File: src/rtl/tug_playfield_if.sv
// tug_playfield_if: key/light bundle between the tug playfield and its neighbours
// Signals:
//   L, R        raw left/right keys, 1 = pressed, asynchronous to clk
//   resetLight  1 = recentre the light (driven by the scoring block)
//   lights      one-hot LED drive, lights[N_LIGHTS-1] is leftmost
//   LL, RL      leftmost / rightmost LED lit
//   pressL/R    one-cycle pulse per accepted press
// Modports: slave = playfield side, master = keys/scorer side.
interface tug_playfield_if #(
    parameter int N_LIGHTS = 9
);
    logic                L;
    logic                R;
    logic                resetLight;
    logic [N_LIGHTS-1:0] lights;
    logic                LL;
    logic                RL;
    logic                pressL;
    logic                pressR;

    modport slave (
        input  L, R, resetLight,
        output lights, LL, RL, pressL, pressR
    );

    modport master (
        output L, R, resetLight,
        input  lights, LL, RL, pressL, pressR
    );
endinterface

File: src/rtl/tug_playfield.sv
// tug_playfield: light-chain playfield for the tug-of-war game
// Ports:
//   clk    system clock, rising edge
//   reset  asynchronous, active-low
//   bus    tug_playfield_if.slave: L/R/resetLight in; lights/LL/RL/pressL/pressR out
// Optional feature: define TUG_DEBOUNCE_EN to insert a per-key debounce counter between
// the synchroniser and the edge detector (DEBOUNCE_CYCLES stable clks to accept a level).
module tug_playfield #(
    parameter int N_LIGHTS        = 9,
    parameter int SYNC_STAGES     = 2,
    parameter int DEBOUNCE_CYCLES = 16
) (
    input  logic           clk,
    input  logic           reset,
    tug_playfield_if.slave bus
);
    localparam int            PW       = $clog2(N_LIGHTS);
    localparam logic [PW-1:0] CENTRE   = PW'((N_LIGHTS - 1) / 2);
    localparam logic [PW-1:0] LEFT_END = PW'(N_LIGHTS - 1);

    if (N_LIGHTS < 3 || N_LIGHTS % 2 == 0 || SYNC_STAGES < 2 || DEBOUNCE_CYCLES < 1) begin : g_bad_params
        $error("tug_playfield: illegal parameter set");
    end

    // Key vectors are indexed 0 = L, 1 = R.
    logic [1:0]                  key;
    logic [1:0][SYNC_STAGES-1:0] sync_q, sync_d;
    logic [1:0]                  synced;
    logic [SYNC_STAGES-1:0]      ready_q, ready_d;
    logic [1:0]                  lvl;
    logic [1:0]                  armed_q, armed_d;
    logic [1:0]                  prev_q, prev_d;
    logic [1:0]                  press_q, press_d;
    logic [PW-1:0]               pos_q, pos_d;
    logic [N_LIGHTS-1:0]         lights_q, lights_d;
    logic                        ll_q, ll_d;
    logic                        rl_q, rl_d;

    assign key = {bus.R, bus.L};

    always_comb begin
        ready_d = {ready_q[SYNC_STAGES-2:0], 1'b1};
        for (int k = 0; k < 2; k++) begin
            sync_d[k] = {sync_q[k][SYNC_STAGES-2:0], key[k]};
            synced[k] = sync_q[k][SYNC_STAGES-1];
        end
    end

`ifdef TUG_DEBOUNCE_EN
    localparam int CW = $clog2(DEBOUNCE_CYCLES + 1);

    logic [1:0]         acc_q, acc_d;
    logic [1:0][CW-1:0] cnt_q, cnt_d;

    // Count consecutive clks where the synchronised level disagrees with the accepted one;
    // any agreement restarts the count, so short glitches never get through.
    always_comb begin
        for (int k = 0; k < 2; k++) begin
            acc_d[k] = acc_q[k];
            cnt_d[k] = '0;
            if (synced[k] != acc_q[k]) begin
                acc_d[k] = (cnt_q[k] == CW'(DEBOUNCE_CYCLES - 1)) ? synced[k] : acc_q[k];
                cnt_d[k] = (cnt_q[k] == CW'(DEBOUNCE_CYCLES - 1)) ? '0 : cnt_q[k] + CW'(1);
            end
        end
    end

    always_ff @(posedge clk or negedge reset) begin
        if (!reset) begin
            acc_q <= '0;
            cnt_q <= '0;
        end else begin
            acc_q <= acc_d;
            cnt_q <= cnt_d;
        end
    end

    assign lvl = acc_q;
`else
    assign lvl = synced;
`endif

    // A key only arms once the synchroniser has refilled after reset and shows it released,
    // so a key held through reset release cannot fake a rising edge.
    always_comb begin
        armed_d = armed_q | (~synced & {2{ready_q[SYNC_STAGES-1]}});
        prev_d  = lvl;
        press_d = lvl & ~prev_q & armed_q;
    end

    // Moves act on the registered pulses; simultaneous presses or a press toward the end
    // already lit hold the light so the scorer can see LL&pressL / RL&pressR.
    always_comb begin
        pos_d    = bus.resetLight                          ? CENTRE :
                   (press_q == 2'b01 && pos_q != LEFT_END) ? pos_q + PW'(1) :
                   (press_q == 2'b10 && pos_q != '0)       ? pos_q - PW'(1) : pos_q;
        lights_d = N_LIGHTS'(1) << pos_d;
        ll_d     = (pos_d == LEFT_END);
        rl_d     = (pos_d == '0);
    end

    always_ff @(posedge clk or negedge reset) begin
        if (!reset) begin
            sync_q   <= '0;
            ready_q  <= '0;
            armed_q  <= '0;
            prev_q   <= '0;
            press_q  <= '0;
            pos_q    <= CENTRE;
            lights_q <= N_LIGHTS'(1) << CENTRE;
            ll_q     <= 1'b0;
            rl_q     <= 1'b0;
        end else begin
            sync_q   <= sync_d;
            ready_q  <= ready_d;
            armed_q  <= armed_d;
            prev_q   <= prev_d;
            press_q  <= press_d;
            pos_q    <= pos_d;
            lights_q <= lights_d;
            ll_q     <= ll_d;
            rl_q     <= rl_d;
        end
    end

    assign bus.lights = lights_q;
    assign bus.LL     = ll_q;
    assign bus.RL     = rl_q;
    assign bus.pressL = press_q[0];
    assign bus.pressR = press_q[1];
endmodule

File: src/flat_wrapper.sv
// flat-port wrapper written by rule: the top's interface ports become plain ports
module tug_playfield_flat 
#(
    parameter int N_LIGHTS        = 9,
    parameter int SYNC_STAGES     = 2,
    parameter int DEBOUNCE_CYCLES = 16
)
  (clk, reset, bus_L, bus_R, bus_resetLight, bus_lights, bus_LL, bus_RL, bus_pressL, bus_pressR);
  tug_playfield_if #(.N_LIGHTS(N_LIGHTS)) bus_i ();
  input  logic clk;
  input  logic reset;
  input wire logic [$bits(bus_i.L)-1:0] bus_L;
  input wire logic [$bits(bus_i.R)-1:0] bus_R;
  input wire logic [$bits(bus_i.resetLight)-1:0] bus_resetLight;
  output wire logic [$bits(bus_i.lights)-1:0] bus_lights;
  output wire logic [$bits(bus_i.LL)-1:0] bus_LL;
  output wire logic [$bits(bus_i.RL)-1:0] bus_RL;
  output wire logic [$bits(bus_i.pressL)-1:0] bus_pressL;
  output wire logic [$bits(bus_i.pressR)-1:0] bus_pressR;
  assign bus_i.L = bus_L;
  assign bus_i.R = bus_R;
  assign bus_i.resetLight = bus_resetLight;
  assign bus_lights = bus_i.lights;
  assign bus_LL = bus_i.LL;
  assign bus_RL = bus_i.RL;
  assign bus_pressL = bus_i.pressL;
  assign bus_pressR = bus_i.pressR;
  tug_playfield #(.N_LIGHTS(N_LIGHTS), .SYNC_STAGES(SYNC_STAGES), .DEBOUNCE_CYCLES(DEBOUNCE_CYCLES)) u_core (.clk(clk), .reset(reset), .bus(bus_i));
endmodule
File: config.mk
export PLATFORM = sky130hd
export DESIGN_NAME = tug_playfield_flat
export DESIGN_NICKNAME = d
export VERILOG_FILES = /design/src/rtl/tug_playfield_if.sv /design/src/rtl/tug_playfield.sv /design/src/flat_wrapper.sv
export SDC_FILE = /design/constraint.sdc
export NUM_CORES = 1
export LEC_CHECK = 0
export BUFFER_PORTS_ARGS = -buffer_cell sky130_fd_sc_hd__buf_2
export CORE_UTILIZATION = 50
export CTS_CLUSTER_SIZE = 24
export DETAILED_ROUTE_END_ITERATION = 8
export PLACE_DENSITY = 0.72
export SLEW_MARGIN = 40
export SYNTH_ARGS = -nofsm -noshare
export SYNTH_HDL_FRONTEND = slang
export SYNTH_SLANG_ARGS = --single-unit
File: constraint.sdc
create_clock -name clk -period 5.6 [get_ports clk]
set_input_delay 0.28 -clock clk [delete_from_list [all_inputs] [get_ports clk]]
set_output_delay 0.28 -clock clk [all_outputs]
set_load 0.02 [all_outputs]
# Yosys cells after proc, flatten, opt, wreduce, memory -nomap -nowiden
# Cells that the tools add are included.
[word_totals]
elab_cells = 30
inputBits = 5
register_bits = 27
output_inout_bits = 13
[op_classes]
n_mux = 3
eq_ne = 4
bitwise_logic = 6
add_sub_neg = 2
reduce_logical = 4
n_shift = 1
[op_table]
columns = ["cell", "count"]
rows = [
  ["4-bit two-way mux", 3],
  ["1-bit by 4-bit left shift with 9-bit output, first input constant", 1],
  ["2-bit bitwise AND", 3],
  ["4-bit by 1-bit adder with 4-bit output, second input constant", 1],
  ["4-bit == test, second input constant", 1],
  ["4-bit logical NOT", 1],
  ["4-bit != test, second input constant", 1],
  ["2-bit NOT", 2],
  ["4-bit nonzero test", 1],
  ["4-bit by 1-bit subtractor with 4-bit output, second input constant", 1],
  ["2-bit by 1-bit == test with 1-bit output, second input constant", 1],
  ["2-bit == test, second input constant", 1],
  ["1-bit logical AND", 2],
  ["2-bit bitwise OR", 1],
]

# Logic depth before layout (Yosys ltp)
[logic_depth]
word_depth = 6
depth_mapped = 7
ltp_nobuf = 7

# Worst setup path before layout
# No wires, ideal clock.
[synth_path]
kind = "flip-flop to flip-flop"
from = "register u_core.pos_q[0]"
to = "register u_core.ll_q, in the netlist u_core.bus.LL"
setup_ns = 0.145
period_less_slack_ns = 2.066
required_ns = 5.455
n_path_buf = 0
arrival_ns = 1.921
setup_slack_ns = 3.534
path_stages_with_launch = 7
cell_sequence = "dfrtp_1 > inv_1 > ha_1 > nor3b_1 > o32ai_1 > a221oi_1 > nor3b_1"
[synth_via]
elab_chain_cells = 6
word_cells_on_any_way = 10
cone_classes = "add/sub: 2; eq/ne: 2; mux: 3; reduce/logical: 3"
[synth_rtl]
columns = ["element", "line", "text"]
rows = [
  ["start: declaration", "tug_playfield.sv:34", "logic [PW-1:0] pos_q, pos_d;"],
  ["start signal: assignment", "tug_playfield.sv:119", "pos_q <= pos_d;"],
  ["parallel branches: the longest is 3 deep, another holds 4-bit by 1-bit subtractor with 4-bit output", "-", ""],
  ["4-bit two-way mux (*)", "tug_playfield.sv:95", "(press_q == 2'b01 && pos_q != LEFT_END) ? pos_q + PW'(1) :"],
  ["4-bit two-way mux (*)", "tug_playfield.sv:94", "pos_d = bus.resetLight ? CENTRE :"],
  ["4-bit == test (*)", "tug_playfield.sv:98", "ll_d = (pos_d == LEFT_END);"],
  ["via u_core.ll_d", "tug_playfield.sv:36", "logic ll_q, ll_d;"],
  ["end signal: assignment", "tug_playfield.sv:121", "ll_q <= ll_d;"],
  ["end: declaration", "tug_playfield.sv:36", ""],
]
# Mark *: on every way through the listed nets, which the timed path passes.

# Worst setup path after layout
[layout_path]
from = "register u_core.pos_q[0]"
to = "register u_core.lights_q[3], in the netlist u_core.bus.lights[3]"
[layout_via]
elab_chain_cells = 6
word_cells_on_any_way = 10
cone_classes = "add/sub: 2; eq/ne: 1; shift: 1; mux: 3; reduce/logical: 3"
[layout_rtl]
columns = ["element", "line", "text"]
rows = [
  ["parallel branches: the longest is 3 deep, another holds 4-bit by 1-bit subtractor with 4-bit output", "-", ""],
  ["4-bit two-way mux (*)", "tug_playfield.sv:95", ""],
  ["4-bit two-way mux (*)", "tug_playfield.sv:94", ""],
  ["via u_core.pos_d[2]", "tug_playfield.sv:34", ""],
  ["1-bit by 4-bit left shift with 9-bit output (*)", "tug_playfield.sv:97", "lights_d = N_LIGHTS'(1) << pos_d;"],
  ["via u_core.lights_d[3]", "tug_playfield.sv:35", "logic [N_LIGHTS-1:0] lights_q, lights_d;"],
  ["end signal: assignment", "tug_playfield.sv:110", "lights_q <= N_LIGHTS'(1) << CENTRE;"],
  ["end signal: assignment", "tug_playfield.sv:120", "lights_q <= lights_d;"],
  ["end: declaration", "tug_playfield.sv:35", ""],
]
# Marked as above.

==> key figures <==
Power and ir drop
  – Cell area power density: 279 nW/um^2
  – Leakage: 0.593 nW
  – Max IR drop VDD: 199 uV

Timing
  – Setup tns final: 0 ns
  – Final worst-path cycle share: 44.6%
  – RSZ-0062 raised after global routing: false
  – Final hold violation count: 0
  – Slew Viols, Final: 0
  – Worst slew pin tran: 0.725 ns
  – Min Clock Period, post-route: 2.50 ns
  – Max-slew headroom at the worst pin: 51.2%
  – Endpoints failing setup: 0
  – Clock Skews: 0.0115 ns
  – Fmax: 0.400 GHz

Floorplanning
  – Die height: 49.5 um
  – Initial core utilization: 55.3%
  – Row cnt: 16
  – IO Count: 18
  – Die Area: 2450 sq um
  – Std-Cell Core Area: 2040 sq um
  – DIE WIDTH: 49.5 um

Synth
  – Post-Synth Simple-Gate Area: 20.4%
  – Area leader, netlist: dfrtp_1
  – Avg Cell Area, Syn: 12.1 sq um
  – Mapped Nets: 100
  – Synth top area cells: dfrtp_1 55%, dfstp_2 4.7%, nor4_1 3.9%
  – Post-synthesis xor/xnor area fraction: 0.776%
  – Post-synth cell types: 36
  – Ys Warns: 0
  – Synth Instances: 93
  – Largest family of logic cells by synthesized area: simple AND/OR/NAND/NOR gates
  – Synth Area in Compound Gates: 13.1%
  – Post-Synth Adder-Cell Area: 2.22%
  – Top-area cell type share of the netlist area: 55.4%
  – Post-synthesis sequential area ratio: 60.1%
  – Mux share of post-synthesis cell area: 0%
  – Mapped cell area: 1130 sq um
  – Number of synthesized register bits: 27

CTS
  – Root buffer cell: clkbuf_4
  – Worst-path clk slew: 0.15 ns
  – Clock H-tree levels: 1
  – CTS tree: built
  – Clock Path Buffers: 2
  – CTS Buf Count: 3
  – Clk Latency, worst-skew pair: 0.32 ns
  – CTS Sinks: 27

Worst setup path
  – Cell breakdown of the critical path: inv_1, ha_1, inv_1, o221a_1, nor4_1, inv_2, nor4_1
  – Critical Path RT: 5.82 ns
  – Crit-path max FO: 8
  – CP top delay family: simple AND/OR/NAND/NOR gates
  – Critical path buffer and inverter count: 3
  – CP arrival: 2.72 ns
  – Worst Setup SP: u_core.pos_q[0]
  – Slowest cell delay on critical path: 0.65 ns
  – Crit path launch type: flip-flop
  – Crit path max-delay cell type: nor4_1
  – Reg-to-reg startpoint: u_core.pos_q[0]
  – CP endpoint kind: flip-flop
  – WS Path Type: flip-flop to flip-flop

Routing
  – DR WL/cell: 13.4 um
  – Antenna Nets Post-Route: 0
  – Via count: 805
  – Initial DRC count: 25
  – # DRC: 0
  – Drt pass-1 iters: 4
  – Via density: 5.71
  – Detailed-route wire length: 1.89 mm

GRT
  – Initial antenna violation count: 0
  – Vias in the first global route: 804
  – First-pass GRT wire length: 3.33 mm
  – Remaining Overflow, GRT: 0
  – Largest net degree at the start of global routing: 28
  – GRT Total Usage: 17.7%

Finish
  – Ratio of cells with drive above 1 in the final layout: 26.3%
  – Finished Core Util: 62.6%
  – Fillers: 159
  – Nets: 122
  – Multi-input gate area: 415 sq um
  – Commonest non-fill, non-tap cell in the layout: dfrtp_1
  – Diode count: 0
  – Commonest non-fill, non-tap cells in the layout: 25 x dfrtp_1, 17 x buf_2, 8 x nor2_1, 7 x nor4_1, 6 x inv_1
  – Area Growth Syn to Fin: 13.3%
  – Register area: 678 sq um

Flow run
  – Max Cap Violations: 0

Worst hold path
  – HP Class: input port to flip-flop
  – Hold path start: bus_L

Placement
  – GPL Wtd Cong: 0.826
  – Hpwl dp: 1.36 mm
  – IO Port Bufs: 17

Outcome
  – Status: completed
-- cells in the mapped netlist (all sizes together) --
library cell / n
and3b: 1
or3: 1
or4b: 1
nand3b: 2
nor2: 8
a22oi: 3
dfrtp: 25
nand2b: 1
o21ai: 1
a221oi: 1
nor4: 7
or2b: 2
a21oi: 2
a2111oi: 1
dfstp: 2
nor3b: 3
a21o: 2
nand2: 2
ha: 2
o32ai: 2
or3b: 1
nand3: 2
dlygate4sd1: 1
or4: 1
a31oi: 1
nor3: 4
inv: 7
conb: 1
o22a: 1
o221a: 1
nand4b: 1
xnor2: 1
o221ai: 2
-- cell type report --
type	instances	area share [%]
multi-input combinational	58	32.5
clock inverter	1	0.587
inverter	7	2.05
timing repair buffer	18	7.44
tap	27	2.64
sequential	27	53.0
clock buffer	3	1.76
-- final timing paths --
| path | slack (ns) | cells after the start | to |
|---|---|---|---|
| max reg2reg | 3.10 | 7 | u_core.bus.lights[3] |
| max | 3.10 | 7 | u_core.bus.lights[3] |
| max in group asynchronous | 4.76 | 2 | u_core.pos_q[2] |
| min reg2reg | 0.37 | 0 | u_core.lvl[0] |
| min in group asynchronous | 0.46 | 2 | u_core.bus.lights[3] |
| min | 0.05 | 1 | u_core.sync_d[1] |
-- metrics by stage --
| step | hold WS (ns) | cells | power (mW) | instance area, sq um | setup WS [ns] |
|---|---|---|---|---|---|
| 6_report | 0.0515 | 141 | 0.356 | 1280 | 3.10 |
| 4_1_cts | 0.0485 | 141 | 0.359 | 1280 | 3.13 |
| 2_1_floorplan | -0.0156 | 93 | 0.259 | 1130 | 3.53 |
| 3_5_place_dp | 0.303 | 136 | 0.276 | 1240 | 3.17 |
| 3_3_place_gp | 0.299 | 136 | 0.275 | 1240 | 3.29 |
| 5_1_grt | 0.0375 | 141 | 0.376 | 1280 | 2.83 |
-- worst reg2reg max path, cell delays in order (launching register included) --
cell and delay (ns):
dfrtp_1 0.47, inv_1 0.20, ha_1 0.27, inv_1 0.07, o221a_1 0.24, nor4_1 0.65, inv_2 0.19, nor4_1 0.33
-- logic make-up after synthesis --
logic type | Yosys count
xor+xnor | 1
buf+inv | 8
fa+ha+maj | 2
flops | 27
other cells | 1
simple gates | 37
compound gates | 17
-- flip-flops by register name, indices dropped and copies added, names as in the netlist --
signal             flops
u_core.armed_q         2
u_core.sync_d          2
u_core.press_q         2
u_core.bus.lights      9
u_core.bus.RL          1
u_core.ready_q         2
u_core.bus.LL          1
u_core.prev_q          2
u_core.pos_q           4
u_core.lvl             2
-- layer usage --
metal | GRT usage [%] | part of all wire (%) | vias to the layer above
met1 | 20.1 | 42 | 394
met2 | 33.6 | 53 | 24
met3 | 2.78 | 3.9 | 2
li1 | - | - | 385
met4 | 5.71 | 1.1 | 0
met5 | 0 | 0 | -
-- what timing repair did --
| action | CTS | global route |
|---|---|---|
| endpoints found under the hold margin | 25 | 0 |
| setup buffers | 0 | 0 |
| resized for setup | 0 | 0 |
| endpoints found under the setup margin | 0 | 0 |
| hold buffers | 1 | 0 |
-- report_power, final --
group / switching [mW] / total [mW] / internal (mW) / leakage (nW)
registers: 0.00810 / 0.214 / 0.206 / 0.337
logic: 0.0378 / 0.0598 / 0.0221 / 0.242
clock network: 0.0551 / 0.0823 / 0.0272 / 0.0139
No activity file was read; power rests on OpenSTA's default activity.
